**config.mk**
```make
export PLATFORM = sky130hd
export DESIGN_NAME = mem_dump_serializer
export DESIGN_NICKNAME = d
export VERILOG_FILES = /design/src/rtl/mem_dump_serializer.sv
export SDC_FILE = /design/constraint.sdc
export NUM_CORES = 2
export LEC_CHECK = 0
export CORE_AREA = 5 5 399 401
export CTS_CLUSTER_DIAMETER = 50
export DETAILED_ROUTE_END_ITERATION = 6
export DIE_AREA = 0 0 404 406
export PLACE_DENSITY = 0.56
export SLEW_MARGIN = 5
export SYNTH_ARGS = -nofsm -noshare
export SYNTH_HDL_FRONTEND = slang
export SYNTH_SLANG_ARGS = --single-unit
```
**constraint.sdc**
```tcl
create_clock -name i_clk -period 3.7 [get_ports i_clk]
set_clock_uncertainty 0.2 [all_clocks]
set_input_delay 0.74 -clock i_clk [delete_from_list [all_inputs] [get_ports i_clk]]
set_output_delay 0.74 -clock i_clk [all_outputs]
set_load 0.02 [all_outputs]
```
**src/rtl/mem_dump_serializer.sv**
```systemverilog
// Snapshots the flattened data-memory image on i_start and streams it out MSB-byte-first
// over a valid/ready handshake. Optional macro MEM_DUMP_HEADER_EN prepends 0xA5 and the word count.
`timescale 1ns/1ps

module mem_dump_serializer #(
  parameter int IO_BUS_SIZE   = 32,
  parameter int MEM_ADDR_SIZE = 5,
  parameter int BYTE_SIZE     = 8
) (
  input  logic                                        i_clk,
  input  logic                                        i_reset,
  input  logic                                        i_start,
  input  logic [(2**MEM_ADDR_SIZE)*IO_BUS_SIZE-1:0]   i_bus_debug,
  output logic [BYTE_SIZE-1:0]                        o_data,
  output logic                                        o_valid,
  input  logic                                        i_ready,
  output logic                                        o_busy,
  output logic                                        o_done
);

  localparam int WORDS = 2**MEM_ADDR_SIZE;
  localparam int IMG_W = WORDS * IO_BUS_SIZE;
  localparam int BPW   = IO_BUS_SIZE / BYTE_SIZE;
  localparam int N     = WORDS * BPW;
`ifdef MEM_DUMP_HEADER_EN
  localparam int HDR   = 2;
`else
  localparam int HDR   = 0;
`endif
  localparam int L     = N + HDR;
  localparam int CNT_W = $clog2(N) + 1;
  localparam int IDX_W = (L > 1) ? $clog2(L) : 1;
  localparam logic [CNT_W-1:0] LAST = CNT_W'(L - 1);

  typedef enum logic [1:0] {S_IDLE, S_SEND, S_DONE} state_e;

  state_e               r_state, w_state_nxt;
  logic [IMG_W-1:0]     r_snap,  w_snap_nxt;
  logic [CNT_W-1:0]     r_cnt,   w_cnt_nxt;
  logic [BYTE_SIZE-1:0] w_stream [L];
  logic [IDX_W-1:0]     w_idx;
  logic                 w_xfer;

  // Stream position j maps to a fixed byte lane of the snapshot, so the output is a plain mux.
`ifdef MEM_DUMP_HEADER_EN
  localparam logic [31:0] WORDS_U = 32'(WORDS);
  assign w_stream[0] = BYTE_SIZE'(8'hA5);
  assign w_stream[1] = BYTE_SIZE'(WORDS_U[7:0]);
`endif

  for (genvar j = 0; j < N; j++) begin : g_img
    assign w_stream[HDR + j] =
      r_snap[(j / BPW) * IO_BUS_SIZE + (BPW - 1 - (j % BPW)) * BYTE_SIZE +: BYTE_SIZE];
  end

  assign w_idx  = r_cnt[IDX_W-1:0];
  assign w_xfer = o_valid && i_ready;

  // NOTE: every signal driven here gets a default first, so no path can infer a latch.
  always_comb begin
    w_state_nxt = r_state;
    w_snap_nxt  = r_snap;
    w_cnt_nxt   = r_cnt;
    unique case (r_state)
      S_IDLE: begin
        if (i_start) begin
          w_snap_nxt  = i_bus_debug;
          w_cnt_nxt   = '0;
          w_state_nxt = S_SEND;
        end
      end
      S_SEND: begin
        if (w_xfer) begin
          w_cnt_nxt = r_cnt + CNT_W'(1);
          if (r_cnt == LAST) w_state_nxt = S_DONE;
        end
      end
      S_DONE:  w_state_nxt = S_IDLE;
      default: w_state_nxt = S_IDLE;
    endcase
  end

  // NOTE: state uses non-blocking assignments so all registers update together at the edge.
  // The snapshot is reset too: it is a plain register bank, and a cleared image keeps o_data defined.
  always_ff @(posedge i_clk or negedge i_reset) begin
    if (!i_reset) begin
      r_state <= S_IDLE;
      r_snap  <= '0;
      r_cnt   <= '0;
    end else begin
      r_state <= w_state_nxt;
      r_snap  <= w_snap_nxt;
      r_cnt   <= w_cnt_nxt;
    end
  end

  assign o_valid = (r_state == S_SEND);
  assign o_busy  = (r_state == S_SEND);
  assign o_done  = (r_state == S_DONE);
  assign o_data  = (r_state == S_SEND) ? w_stream[w_idx] : '0;

endmodule

```
==> flow_summary_export.csv <==
group,metric,value,unit
critical_path,rr_startpoint,"r_state[0]$_DFFE_PN0P_",
floorplanning,core,155000,um^2
critical_path,crit_path_end_kind,"primary output",
critical_path,worstSetupStartpoint,"r_cnt[1]$_DFFE_PN0P_",
layout,syn_to_final_growth,45.1,%
sta,relSlewSlack,40.6,%
clock_tree,htree_num_levels,4,
floorplanning,die_width,404,um
clock_tree,clkTransAtPathRegs,50,ps
min_path,holdPathEnd,"r_snap[25]$_DFFE_PN0P_",
yosys,ys_top_cells_by_area,"dfrtp_1 54%, nand2_1 25%, mux2i_1 5.3%",
sta,hold_viol,0,
min_path,worstHoldPathType,"reg2reg",
min_path,worstHoldPathCells,2,
drt,drt_iter0_markers,3332,
sta,worstMarginPinSlew,891,ps
sta,fin_ws,-927,ps
run_status,status,"finished, violations left",
critical_path,setup.worst_path.class,"reg2out",
power_and_ir_drop,peakVddDrop,0.000516,V
placement,gp_congestion,0.911,
sta,max_freq,216,MHz
power_and_ir_drop,p_leak,34.1,nW
yosys,avgSynthCellArea,9.11,um^2
yosys,yosysMostFrequentCell,"nand2_1",
global_routing,groute.usage.overall,25.9,%
sta,rsz0062_at_grt,"yes",
global_routing,grt_max_degree,143,
clock_tree,clock_path_buffers,3,
floorplanning,start_util,30.8,%
layout,drive_gt1_share,13.2,%
floorplanning,io_pins,1039,
drt,drc_errors,0,
clock_tree,clk-insertion-delay-late,770,ps
drt,vias,42300,
yosys,synth_edf_count,0,
placement,place_area,62300,um^2
floorplanning,core.rowCount,145,
run,drv_cap,0,
floorplanning,dieArea,164000,um^2
placement,io_buffers,1038,
yosys,synth-async-reset-ratio,100,%
yosys,yosys.area.top_type,"dfrtp_1",
clock_tree,cts_tree,"built",
clock_tree,cts_buffers,142,
sta,period_share,125,%
sta,finalMaxSlewViolations,0,
layout,multi_input_area,21400,um^2
global_routing,antenna_found_initial,83,
global_routing,grt_overflow_total,0,
sta,hold_slack,266,ps
layout,fillers,15100,
critical_path,arrival,3690,ps
floorplanning,die_h,406,um
critical_path,worstPathRequired,2760,ps
sta,min_period,4630,ps
clock_tree,cts_root_buf,"clkbuf_16",
drt,drtPass1Iterations,6,
layout,fin_util,44.7,%
critical_path,regToRegSetupSlack,1330,ps
drt,wirelength,219,mm
placement,place_ws,-1200,ps
yosys,yosys_warnings,0,
yosys,synth_top_area_share,54.0,%
sta,fin_tns_setup,-6900,ps
critical_path,ff2ff_path_depth,7,
global_routing,grt_pass1_wl,308,mm
yosys,syn-num-nets,6285,
critical_path,regToRegEndpoint,"r_snap[705]$_DFFE_PN0P_",
run_status,violations,"setup timing",
yosys,synth_area,47900,um^2
sta,setup_viol,8,
min_path,min_from,"r_snap[25]$_DFFE_PN0P_",
placement,place_hpwl,169,mm
drt,viasPerCell,4.89,
yosys,ys_seq_elements,1034,
yosys,synthCells,5256,
yosys,synth_cell_types,60,
critical_path,crit_fanout,13,
layout,design_area,69500,um^2
drt,wl_per_cell,25.3,um
drt,antenna_left,0,
power_and_ir_drop,power.density,871,nW/um^2
critical_path,critical_path.startpoint_type,"flip-flop",
yosys,seq_area_frac_synth,54.0,%
layout,nNetsFinal,7466,
yosys,netlist_top_cells_count,"3,136 x nand2_1, 1,034 x dfrtp_1, 254 x mux2i_1, 236 x clkbuf_1, 77 x mux4_2",
layout,ff_latch_area,25900,um^2
yosys,synth_ff_type,"dfrtp_1",
clock_tree,clkSinkCount,1034,
global_routing,grt_pass1_vias,44100,
-- report_power, final --
group | switching [W] | total, W | internal, W
clock network | 0.00578 | 0.0144 | 0.00860
registers | 0.00293 | 0.0189 | 0.0159
logic | 0.0152 | 0.0273 | 0.0120
total | 0.0240 | 0.0605 | 0.0366
-- layer usage --
layer	track usage [%]	vias up	wire length [um]	share of wire [%]
met5	0	-	223	0.10
met4	13.1	34	11600	5.3
met3	5.33	389	13100	6.0
met2	44.3	1488	109000	50
met1	31.2	21000	85100	39
li1	-	19400	-	-
-- cells in the final DEF (no fill, tap or decap), types with 26 or more instances in the layout --
cell and count:
dfrtp_1 1029, mux4_1 56, a22oi_1 45, a21oi_1 26, mux2i_1 236, mux4_2 83, buf_6 26, nand2_1 3124
buf_4 203, clkdlybuf4s50_1 1029, clkbuf_16 146, diode_2 49, buf_12 91
-- cells by family after synthesis --
kind of cell,synth area share [%]
simple gates,25.6
flops,54.0
mux,12.7
buf+inv,3.77
compound gates,3.78
xor+xnor,0.0915
fa+ha+maj,0.0261
-- registers in the layout, summed over array words and instances, names as in the netlist --
name     flops
r_cnt        8
r_snap    1024
r_state      2
-- final cells by class --
type	count	share of cell area [%]
Sequential cell	1034	37.3
Timing Repair Buffer	1372	20.8
Clock buffer	178	5.65
Inverter	7	0.0378
Antenna cell	49	0.177
Clock inverter	80	1.54
Tap cell	2058	3.71
Multi-Input combinational cell	3880	30.8
-- through the flow --
step / std cells / total power (W)
2_1_floorplan: 5256 / 0.0315
3_3_place_gp: 8302 / 0.0427
3_5_place_dp: 8302 / 0.0431
4_1_cts: 8608 / 0.0607
5_1_grt: 8649 / 0.0637
6_report: 8658 / 0.0605
-- how the worst max path moves through the flow --
stage	end	slack, ps	depth (start not counted)
finish	o_data[3]	-930	13
global route	o_data[6]	-1010	12
CTS	o_data[6]	-1010	11
detailed placement	o_data[4]	-1200	12
global placement	o_data[4]	-1220	12
floorplan	o_data[1]	200	9
-- what timing repair did --
| action | CTS | global route |
|---|---|---|
| hold buffers | 1 | 0 |
| cloned | 8 | 0 |
| buffers inserted | 44 | 3 |
| endpoints found under the hold margin | 41 | 0 |
| resized for setup | 264 | 34 |
| setup endpoints to repair | 8 | 8 |
| pin swaps | 65 | 15 |
-- worst max-delay path, stage by stage, from the launching register on --
cell      delay [ps]
dfrtp_4          520
buf_12           160
buf_16           160
buf_12           140
buf_16           150
mux2i_2          160
o221ai_2         230
a21oi_4          100
a221oi_4         410
buf_6            160
o21ai_2           70
a211oi_4         360
buf_4            190
buf_12           100
No activity file was read; power rests on OpenSTA's default activity.
